File: src/rtl/mem_rr_arbiter_if.sv
// ---------------------------------------------------------------------------
// mem_rr_arbiter_if
// Bundles the consumer-side request/response bus and the shared memory
// channel of the round-robin memory arbiter.
//
// Signals
//   consumer_read_valid/address   consumer -> arbiter, read request
//   consumer_read_ready/data      arbiter -> consumer, read completion
//   consumer_write_valid/address/data   consumer -> arbiter, write request
//   consumer_write_ready          arbiter -> consumer, write ack
//   mem_read_valid/address        arbiter -> memory, read request
//   mem_read_ready/data           memory -> arbiter, read completion
//   mem_write_valid/address/data  arbiter -> memory, write request
//   mem_write_ready               memory -> arbiter, write ack
//
// Modports
//   master : the arbiter (drives the memory channel and consumer responses)
//   slave  : the surrounding consumers and memory
// ---------------------------------------------------------------------------
interface mem_rr_arbiter_if #(
    parameter int ADDR_BITS     = 8,
    parameter int DATA_BITS     = 16,
    parameter int NUM_CONSUMERS = 4
);
    logic [NUM_CONSUMERS-1:0]                consumer_read_valid;
    logic [NUM_CONSUMERS-1:0][ADDR_BITS-1:0] consumer_read_address;
    logic [NUM_CONSUMERS-1:0]                consumer_read_ready;
    logic [NUM_CONSUMERS-1:0][DATA_BITS-1:0] consumer_read_data;
    logic [NUM_CONSUMERS-1:0]                consumer_write_valid;
    logic [NUM_CONSUMERS-1:0][ADDR_BITS-1:0] consumer_write_address;
    logic [NUM_CONSUMERS-1:0][DATA_BITS-1:0] consumer_write_data;
    logic [NUM_CONSUMERS-1:0]                consumer_write_ready;

    logic                 mem_read_valid;
    logic [ADDR_BITS-1:0] mem_read_address;
    logic                 mem_read_ready;
    logic [DATA_BITS-1:0] mem_read_data;
    logic                 mem_write_valid;
    logic [ADDR_BITS-1:0] mem_write_address;
    logic [DATA_BITS-1:0] mem_write_data;
    logic                 mem_write_ready;

    modport master (
        input  consumer_read_valid, consumer_read_address,
        output consumer_read_ready, consumer_read_data,
        input  consumer_write_valid, consumer_write_address, consumer_write_data,
        output consumer_write_ready,
        output mem_read_valid, mem_read_address,
        input  mem_read_ready, mem_read_data,
        output mem_write_valid, mem_write_address, mem_write_data,
        input  mem_write_ready
    );

    modport slave (
        output consumer_read_valid, consumer_read_address,
        input  consumer_read_ready, consumer_read_data,
        output consumer_write_valid, consumer_write_address, consumer_write_data,
        input  consumer_write_ready,
        input  mem_read_valid, mem_read_address,
        output mem_read_ready, mem_read_data,
        input  mem_write_valid, mem_write_address, mem_write_data,
        output mem_write_ready
    );
endinterface

File: src/rtl/mem_rr_arbiter.sv
// ---------------------------------------------------------------------------
// mem_rr_arbiter
// Round-robin arbiter sharing one memory channel between NUM_CONSUMERS
// fetchers/LSUs. One transaction at a time: grant -> wait for memory ->
// relay the completion to the consumer -> back to idle.
//
// Ports
//   clk          rising-edge clock
//   reset        asynchronous, active-low (0 = reset)
//   bus          mem_rr_arbiter_if.master: consumer and memory handshakes
//   grant_id     consumer owning (or last owning) the channel
//   busy         1 whenever the FSM is not idle
//   timeout_err  sticky watchdog flag
//
// Build option
//   MEM_ARB_TIMEOUT_EN : when defined, a wait counter aborts a memory access
//   after TIMEOUT_CYCLES cycles without ready, completes it to the consumer
//   (read data 0 / write ack) and sets timeout_err. When undefined the
//   arbiter waits indefinitely and timeout_err stays 0.
// ---------------------------------------------------------------------------
module mem_rr_arbiter #(
    parameter int ADDR_BITS      = 8,
    parameter int DATA_BITS      = 16,
    parameter int NUM_CONSUMERS  = 4,
    parameter int WRITE_ENABLE   = 1,
    parameter int TIMEOUT_CYCLES = 64,
    localparam int CW            = $clog2(NUM_CONSUMERS)
) (
    input  logic          clk,
    input  logic          reset,
    mem_rr_arbiter_if.master bus,
    output logic [CW-1:0] grant_id,
    output logic          busy,
    output logic          timeout_err
);
    typedef enum logic [1:0] {IDLE, RD_WAIT, WR_WAIT, RELAY} state_t;

    localparam logic          WR_EN = (WRITE_ENABLE != 0);
    localparam logic [CW:0]   N_W   = (CW+1)'(NUM_CONSUMERS);

    state_t                                  state_reg;
    logic [CW-1:0]                           grant_reg;
    logic [CW-1:0]                           last_grant_reg;
    logic                                    op_write_reg;
    logic                                    mem_read_valid_reg;
    logic                                    mem_write_valid_reg;
    logic [ADDR_BITS-1:0]                    mem_read_address_reg;
    logic [ADDR_BITS-1:0]                    mem_write_address_reg;
    logic [DATA_BITS-1:0]                    mem_write_data_reg;
    logic [NUM_CONSUMERS-1:0]                read_ready_reg;
    logic [NUM_CONSUMERS-1:0]                write_ready_reg;
    logic [NUM_CONSUMERS-1:0][DATA_BITS-1:0] read_data_reg;
    logic                                    timeout_err_reg;

    // Per-consumer request: writes count only on builds with a write port.
    logic [NUM_CONSUMERS-1:0] req;
    for (genvar gi = 0; gi < NUM_CONSUMERS; gi++) begin : g_req
        assign req[gi] = bus.consumer_read_valid[gi] | (WR_EN & bus.consumer_write_valid[gi]);
    end

    // Priority rotate: shift a doubled request vector so bit 0 corresponds to
    // last_grant+1, find the lowest set bit, then map the offset back to an id.
    logic [CW:0]                start;
    logic [2*NUM_CONSUMERS-1:0] req_shift;
    logic [NUM_CONSUMERS-1:0]   rot;
    logic [CW-1:0]              offset;
    logic [CW:0]                sum;
    logic [CW-1:0]              winner;
    logic                       any_req;

    assign start     = {1'b0, last_grant_reg} + (CW+1)'(1);
    assign req_shift = {req, req} >> start;
    assign rot       = req_shift[NUM_CONSUMERS-1:0];
    assign any_req   = |req;

    always_comb begin
        offset = '0;
        for (int j = NUM_CONSUMERS - 1; j >= 0; j--) begin
            if (rot[j]) begin
                offset = CW'(j);
            end
        end
    end

    assign sum    = start + {1'b0, offset};
    assign winner = (sum >= N_W) ? CW'(sum - N_W) : CW'(sum);

    // In RELAY the arbiter waits for the valid matching the operation it served.
    logic relay_valid;
    assign relay_valid = op_write_reg ? bus.consumer_write_valid[grant_reg]
                                      : bus.consumer_read_valid[grant_reg];

    logic wait_expired;
`ifdef MEM_ARB_TIMEOUT_EN
    localparam int WCW = ($clog2(TIMEOUT_CYCLES) + 1 > 8) ? $clog2(TIMEOUT_CYCLES) + 1 : 8;
    localparam logic [WCW-1:0] WAIT_LIMIT = WCW'(TIMEOUT_CYCLES - 1);

    logic [WCW-1:0] wait_cnt_reg;

    // Zero outside the wait states, so it is always 0 on entry to a wait.
    always_ff @(posedge clk or negedge reset) begin
        if (!reset) begin
            wait_cnt_reg <= '0;
        end else if ((state_reg == RD_WAIT && !bus.mem_read_ready) ||
                     (state_reg == WR_WAIT && !bus.mem_write_ready)) begin
            wait_cnt_reg <= wait_cnt_reg + WCW'(1);
        end else begin
            wait_cnt_reg <= '0;
        end
    end

    assign wait_expired = (wait_cnt_reg == WAIT_LIMIT);
`else
    assign wait_expired = 1'b0;
`endif

    always_ff @(posedge clk or negedge reset) begin
        if (!reset) begin
            state_reg             <= IDLE;
            grant_reg             <= '0;
            last_grant_reg        <= CW'(NUM_CONSUMERS - 1);
            op_write_reg          <= 1'b0;
            mem_read_valid_reg    <= 1'b0;
            mem_write_valid_reg   <= 1'b0;
            mem_read_address_reg  <= '0;
            mem_write_address_reg <= '0;
            mem_write_data_reg    <= '0;
            read_ready_reg        <= '0;
            write_ready_reg       <= '0;
            read_data_reg         <= '0;
            timeout_err_reg       <= 1'b0;
        end else begin
            case (state_reg)
                IDLE: begin
                    if (any_req) begin
                        grant_reg      <= winner;
                        last_grant_reg <= winner;
                        // Read wins over write for the same consumer.
                        if (bus.consumer_read_valid[winner]) begin
                            op_write_reg         <= 1'b0;
                            mem_read_valid_reg   <= 1'b1;
                            mem_read_address_reg <= bus.consumer_read_address[winner];
                            state_reg            <= RD_WAIT;
                        end else begin
                            op_write_reg          <= 1'b1;
                            mem_write_valid_reg   <= 1'b1;
                            mem_write_address_reg <= bus.consumer_write_address[winner];
                            mem_write_data_reg    <= bus.consumer_write_data[winner];
                            state_reg             <= WR_WAIT;
                        end
                    end
                end
                RD_WAIT: begin
                    if (bus.mem_read_ready) begin
                        mem_read_valid_reg        <= 1'b0;
                        read_data_reg[grant_reg]  <= bus.mem_read_data;
                        read_ready_reg[grant_reg] <= 1'b1;
                        state_reg                 <= RELAY;
                    end else if (wait_expired) begin
                        mem_read_valid_reg        <= 1'b0;
                        read_data_reg[grant_reg]  <= '0;
                        read_ready_reg[grant_reg] <= 1'b1;
                        timeout_err_reg           <= 1'b1;
                        state_reg                 <= RELAY;
                    end
                end
                WR_WAIT: begin
                    if (bus.mem_write_ready || wait_expired) begin
                        mem_write_valid_reg        <= 1'b0;
                        write_ready_reg[grant_reg] <= 1'b1;
                        if (!bus.mem_write_ready) begin
                            timeout_err_reg <= 1'b1;
                        end
                        state_reg <= RELAY;
                    end
                end
                RELAY: begin
                    if (!relay_valid) begin
                        read_ready_reg  <= '0;
                        write_ready_reg <= '0;
                        state_reg       <= IDLE;
                    end
                end
                default: state_reg <= IDLE;
            endcase
        end
    end

    assign bus.consumer_read_ready  = read_ready_reg;
    assign bus.consumer_read_data   = read_data_reg;
    assign bus.consumer_write_ready = write_ready_reg;
    assign bus.mem_read_valid       = mem_read_valid_reg;
    assign bus.mem_read_address     = mem_read_address_reg;
    assign bus.mem_write_valid      = mem_write_valid_reg;
    assign bus.mem_write_address    = mem_write_address_reg;
    assign bus.mem_write_data       = mem_write_data_reg;
    assign grant_id                 = grant_reg;
    assign busy                     = (state_reg != IDLE);
    assign timeout_err              = timeout_err_reg;
endmodule

File: src/flat_wrapper.sv
// flat-port wrapper written by rule: the top's interface ports become plain ports
module mem_rr_arbiter_flat 
#(
    parameter int ADDR_BITS      = 8,
    parameter int DATA_BITS      = 16,
    parameter int NUM_CONSUMERS  = 4,
    parameter int WRITE_ENABLE   = 1,
    parameter int TIMEOUT_CYCLES = 64,
    localparam int CW            = $clog2(NUM_CONSUMERS)
)
  (clk, reset, grant_id, busy, timeout_err, bus_consumer_read_valid, bus_consumer_read_address, bus_consumer_read_ready, bus_consumer_read_data, bus_consumer_write_valid, bus_consumer_write_address, bus_consumer_write_data, bus_consumer_write_ready, bus_mem_read_valid, bus_mem_read_address, bus_mem_read_ready, bus_mem_read_data, bus_mem_write_valid, bus_mem_write_address, bus_mem_write_data, bus_mem_write_ready);
  mem_rr_arbiter_if #(.ADDR_BITS(ADDR_BITS), .DATA_BITS(DATA_BITS), .NUM_CONSUMERS(NUM_CONSUMERS)) bus_i ();
  input  logic clk;
  input  logic reset;
  output logic [CW-1:0] grant_id;
  output logic busy;
  output logic timeout_err;
  input wire logic [$bits(bus_i.consumer_read_valid)-1:0] bus_consumer_read_valid;
  input wire logic [$bits(bus_i.consumer_read_address)-1:0] bus_consumer_read_address;
  output wire logic [$bits(bus_i.consumer_read_ready)-1:0] bus_consumer_read_ready;
  output wire logic [$bits(bus_i.consumer_read_data)-1:0] bus_consumer_read_data;
  input wire logic [$bits(bus_i.consumer_write_valid)-1:0] bus_consumer_write_valid;
  input wire logic [$bits(bus_i.consumer_write_address)-1:0] bus_consumer_write_address;
  input wire logic [$bits(bus_i.consumer_write_data)-1:0] bus_consumer_write_data;
  output wire logic [$bits(bus_i.consumer_write_ready)-1:0] bus_consumer_write_ready;
  output wire logic [$bits(bus_i.mem_read_valid)-1:0] bus_mem_read_valid;
  output wire logic [$bits(bus_i.mem_read_address)-1:0] bus_mem_read_address;
  input wire logic [$bits(bus_i.mem_read_ready)-1:0] bus_mem_read_ready;
  input wire logic [$bits(bus_i.mem_read_data)-1:0] bus_mem_read_data;
  output wire logic [$bits(bus_i.mem_write_valid)-1:0] bus_mem_write_valid;
  output wire logic [$bits(bus_i.mem_write_address)-1:0] bus_mem_write_address;
  output wire logic [$bits(bus_i.mem_write_data)-1:0] bus_mem_write_data;
  input wire logic [$bits(bus_i.mem_write_ready)-1:0] bus_mem_write_ready;
  assign bus_i.consumer_read_valid = bus_consumer_read_valid;
  assign bus_i.consumer_read_address = bus_consumer_read_address;
  assign bus_consumer_read_ready = bus_i.consumer_read_ready;
  assign bus_consumer_read_data = bus_i.consumer_read_data;
  assign bus_i.consumer_write_valid = bus_consumer_write_valid;
  assign bus_i.consumer_write_address = bus_consumer_write_address;
  assign bus_i.consumer_write_data = bus_consumer_write_data;
  assign bus_consumer_write_ready = bus_i.consumer_write_ready;
  assign bus_mem_read_valid = bus_i.mem_read_valid;
  assign bus_mem_read_address = bus_i.mem_read_address;
  assign bus_i.mem_read_ready = bus_mem_read_ready;
  assign bus_i.mem_read_data = bus_mem_read_data;
  assign bus_mem_write_valid = bus_i.mem_write_valid;
  assign bus_mem_write_address = bus_i.mem_write_address;
  assign bus_mem_write_data = bus_i.mem_write_data;
  assign bus_i.mem_write_ready = bus_mem_write_ready;
  mem_rr_arbiter #(.ADDR_BITS(ADDR_BITS), .DATA_BITS(DATA_BITS), .NUM_CONSUMERS(NUM_CONSUMERS), .WRITE_ENABLE(WRITE_ENABLE), .TIMEOUT_CYCLES(TIMEOUT_CYCLES)) u_core (.clk(clk), .reset(reset), .bus(bus_i), .grant_id(grant_id), .busy(busy), .timeout_err(timeout_err));
endmodule
File: config.mk
export PLATFORM = sky130hd
export DESIGN_NAME = mem_rr_arbiter_flat
export DESIGN_NICKNAME = d
export VERILOG_FILES = /design/src/rtl/mem_rr_arbiter_if.sv /design/src/rtl/mem_rr_arbiter.sv /design/src/flat_wrapper.sv
export SDC_FILE = /design/constraint.sdc
export NUM_CORES = 1
export LEC_CHECK = 0
export ABC_CLOCK_PERIOD_IN_PS = 7300
export BUFFER_PORTS_ARGS = -buffer_cell sky130_fd_sc_hd__buf_2
export CAP_MARGIN = 20
export CORE_MARGIN = 2
export CORE_UTILIZATION = 45
export DETAILED_ROUTE_END_ITERATION = 8
export HOLD_SLACK_MARGIN = 0.08
export PLACE_DENSITY = 0.77
export SLEW_MARGIN = 20
export SYNTH_ARGS = -nofsm -noshare
export SYNTH_HDL_FRONTEND = slang
export SYNTH_SLANG_ARGS = --single-unit
export TNS_END_PERCENT = 30
File: constraint.sdc
create_clock -name clk -period 7.3 [get_ports clk]
set_input_delay 1.46 -clock clk [delete_from_list [all_inputs] [get_ports clk]]
set_output_delay 1.46 -clock clk [all_outputs]
set_load 0.01 [all_outputs]
==> summary.md <==
| Metric | Value |
|---|---|
| Sequential area share after synthesis | approximately half |
| Largest net degree at the start of global routing | 87 |
| Worst-Margin Slew | around 1.0 ns |
| Synthesized area | between 5000 and 6000 um2 |
| Main combinational cell family by area after synthesis | simple AND/OR/NAND/NOR gates |
| Synth Instances | 545 |
| Tcrit/Tclk final | between 60% and 70% |
| Share of cells above drive strength 1 | ~48% |
| Multiplexer share of the synthesized area | around 16% |
| Kind of critical path | in2reg |
| Initial DRT Pass Iterations | 7 |
| CP Launch Type | input port |
| Max clock buf depth | 2 |
| Max Clock Freq | ~0.21 GHz |
| Max stage delay cell, worst path | ha_2 |
| Slowest cell delay on critical path | between 1 and 1.5 ns |
| P_int | approximately 2.5 mW |
| Critical Path RT | approximately 7.6 ns |
| Fin crit period | ~4.8 ns |
| Die height | about 120 um |
| Gr usage total | a little under a quarter |
| Routability cong. | approximately 0.94 |
| Ports | ~270 |
| Levels on crit path | 13 |
| VDD IR max | ~280 uV |
| CP arrival | between 5 and 6 ns |
| DRC errors left | 0 |
| Yosys warning count | 0 |
| DP Area | just over 7000 um2 |
| # nets final | about 960 |
| Die area | around 14000 um2 |
| WL per Instance | 16.51 um |
| Port bufs | between 200 and 300 |
| Row count | 41 |
| Die width | 117.6 um |
| Power Density | around 530 nW/um2 |
| Via Count | 5272 |
| Flop pwr share | a little over a quarter |
| Top cells by count, synth | dfrtp_1, nand2_1, mux2_2 |
| Final Max Tran Viols | 0 |
| First-pass GRT wire length | 26090 um |
| Initial antenna violation count | 2 |
| Worst clock skew | ~0.012 ns |
| Final Cell Area | 7880 um2 |
| Crit path cell chain | buf_2 > nor2_1 > nor4_1 > a21oi_1 > o221ai_1 > a21oi_1 > ha_2 > mux2i_1 > nand2b_1 > mux2i_2 > nor3_4 > nand4_1 > o211a_1 |
| Post-synth EDFFs | 0 |
| Synth top area share | approximately 48% |
| Post-synthesis simple-gate area fraction | between 10% and 20% |
| Status | finished, final reports clean |
| Netlist cell types | between 40 and 50 |
| Flops & latches, synth | between 100 and 150 |
| Cts bufs inserted | 17 |
| Routed vias/inst | approximately 5.4 |
| Post_cts resized | 0 |
| CP dominant cell by count | a21oi_1 |
| H-tree depth | 4 |
| Iteration-0 DRC Markers | 457 |
| Clk slew on worst S/H paths | about 0.050 ns |
| Crit. End Element | flop |
| Reg2reg end | u_core.bus.mem_read_address[7] |
| Buffers and inverters on the worst path | 1 |
| Setup TNS | 0 ns |
| Max Cap Viol | 0 |
| Syn Area/Cell | roughly 11 um2 |
| Clock Latency Late Sink | 0.40 ns |
| Tot Pwr | 4.167 mW |
| Worst reg2reg setup slack | approximately 3.3 ns |
| Slew HR | a little under a third |
| Mapped Nets | slightly above 700 |
| Crit Path Max Fanout | 66 |
| Initial Utilization | around 46% |
| CTS tree | yes |
| Core ar. | between 10000 and 15000 um2 |
| Sw Ratio | approximately 41% |
| Vias in the first global route | 5159 |
| Clock power share | between 20% and 30% |
| TritonCTS Sinks | between 100 and 150 |
| FF-to-FF path depth | 10 |
| Layout filler cell count | slightly above 1000 |
| Pleak | about 4 nW |
| Worst Setup SP | bus_consumer_read_valid[2] |
| CTS Root Cell | clkbuf_16 |
| Synth async-reset ratio | 100.0% |
| Postcts setup bufs | 0 |
| Worst setup path end | u_core.bus.mem_read_address[7] |
| Final hold vios | 0 |
| Top cell family by delay on the critical path | simple AND/OR/NAND/NOR gates |
| Psw | 1.695 mW |
| Most used DFF post-synth | dfrtp_1 |
| Synth Area in Adders | 1.293% |
| Total length of routed wires | between 15000 and 20000 um |
| Final ANT Viol Nets | 0 |
| Comb pwr share | about half |
| Post-CTS Hold Buffers | 0 |
| XOR/XNOR Fraction of Synth Area | less than 1% |
| Largest register FFs | 64 |
| Area leader, netlist | dfrtp_1 |
| Synthesis-to-layout area growth | 35.70% |
| Final setup viols | 0 |
| Worst R2R Start | u_core.last_grant_reg[0] |
| Unrepaired setup endpoints after global routing | no |
| Top-count cell post-synth | dfrtp_1 |
| Synth Area in Compound Gates | 12.37% |
| Dpl hpwl | around 12000 um |
| Worst hold path type | reg2reg |
| Top cells by area, synth | dfrtp_1, mux2_2, nand2_1 |
| Overflow after GRT | 0 |
-- tightest hold or removal path, delay by kind of cell (launching register included) --
family | cells | cell delay [ns]
AOI/OAI and AO/OA | 1 | 0.05
DFF | 1 | 0.34
and+or+nand+nor | 1 | 0.05
-- layout by cell type, fill, tap and decap left out, drive strengths merged, types with 2 or more instances in the layout --
cell	Yosys	routed
a211oi	25	25
a21o	2	2
a21oi	8	8
a22o	4	4
and2	25	25
and3	24	24
buf	17	268
bufinv	0	5
clkbuf	19	19
clkinv	0	5
dfrtp	111	111
dfstp	2	2
ha	6	6
inv	13	15
mux2	66	66
mux2i	6	6
mux4	4	4
nand2	109	109
nand2b	4	4
nand3	5	5
nand4	9	9
nand4b	7	7
nor2	17	17
nor3	2	2
nor4	3	3
o211a	7	7
o21ai	11	11
o31ai	23	23
o32ai	4	4
or4	2	2
-- stage by stage --
step	util [%]	setup slack (ns)	hold slack, ns	std cells
3_5_place_dp	57.32	2.147	0.4654	949
6_report	62.44	2.542	0.4742	982
3_3_place_gp	57.32	2.368	0.4587	949
4_1_cts	62.39	2.536	0.4776	981
5_1_grt	62.44	2.214	0.5074	982
2_1_floorplan	-	3.667	0.4826	545
-- cell families after synthesis --
logic type,Yosys count
compound gates,90
xor+xnor,2
fa+ha+maj,6
buf+inv,49
flops,113
mux,76
other cells,1
simple gates,208
-- per-layer routing --
metal	global-route usage (%)	vias up	routed length, um	share of wire, %
li1	-	2449	-	-
met1	28.15	2514	6464	40
met2	40.97	276	8162	50
met3	6.153	33	1188	7.3
met4	9.036	0	399	2.5
met5	0	-	0	0
-- area by class of cell --
class	count	area, um2	area share, %
Sequential cell	113	2830	35.92
Multi-Input combinational cell	383	2785	35.34
Timing Repair Buffer	268	1358	17.23
Clock buffer	19	432.9	5.494
Tap cell	172	215.2	2.731
Clock inverter	13	207.7	2.636
Inverter	13	48.80	0.6192
Antenna cell	1	2.502	0.03176
-- worst min-delay path by stage --
stage	depth (start not counted)	from	end	slack, ns
final	2	u_core.bus.mem_write_data[8]	u_core.bus.mem_write_data[8]	0.47
after floorplan	2	u_core.last_grant_reg[0]	u_core.last_grant_reg[0]	0.48
after detailed placement	2	u_core.bus.mem_write_data[8]	u_core.bus.mem_write_data[8]	0.47
after CTS	2	u_core.bus.mem_write_data[8]	u_core.bus.mem_write_data[8]	0.48
after global routing	1	u_core.bus.consumer_read_data[41]	u_core.bus.consumer_read_data[41]	0.51
after global placement	2	u_core.bus.mem_write_address[4]	u_core.bus.mem_write_address[4]	0.46
-- power groups by stage --
stage          logic (mW)  registers [mW]  clock network [mW]
4_1_cts              2.16            1.13               0.908
3_5_place_dp         2.15            1.14                   0
2_1_floorplan        1.40            1.24                   0
6_report             2.14            1.14               0.892
5_1_grt              2.35            1.17               0.945
3_3_place_gp         2.08            1.12                   0
Power figures use the tool's default switching activity.
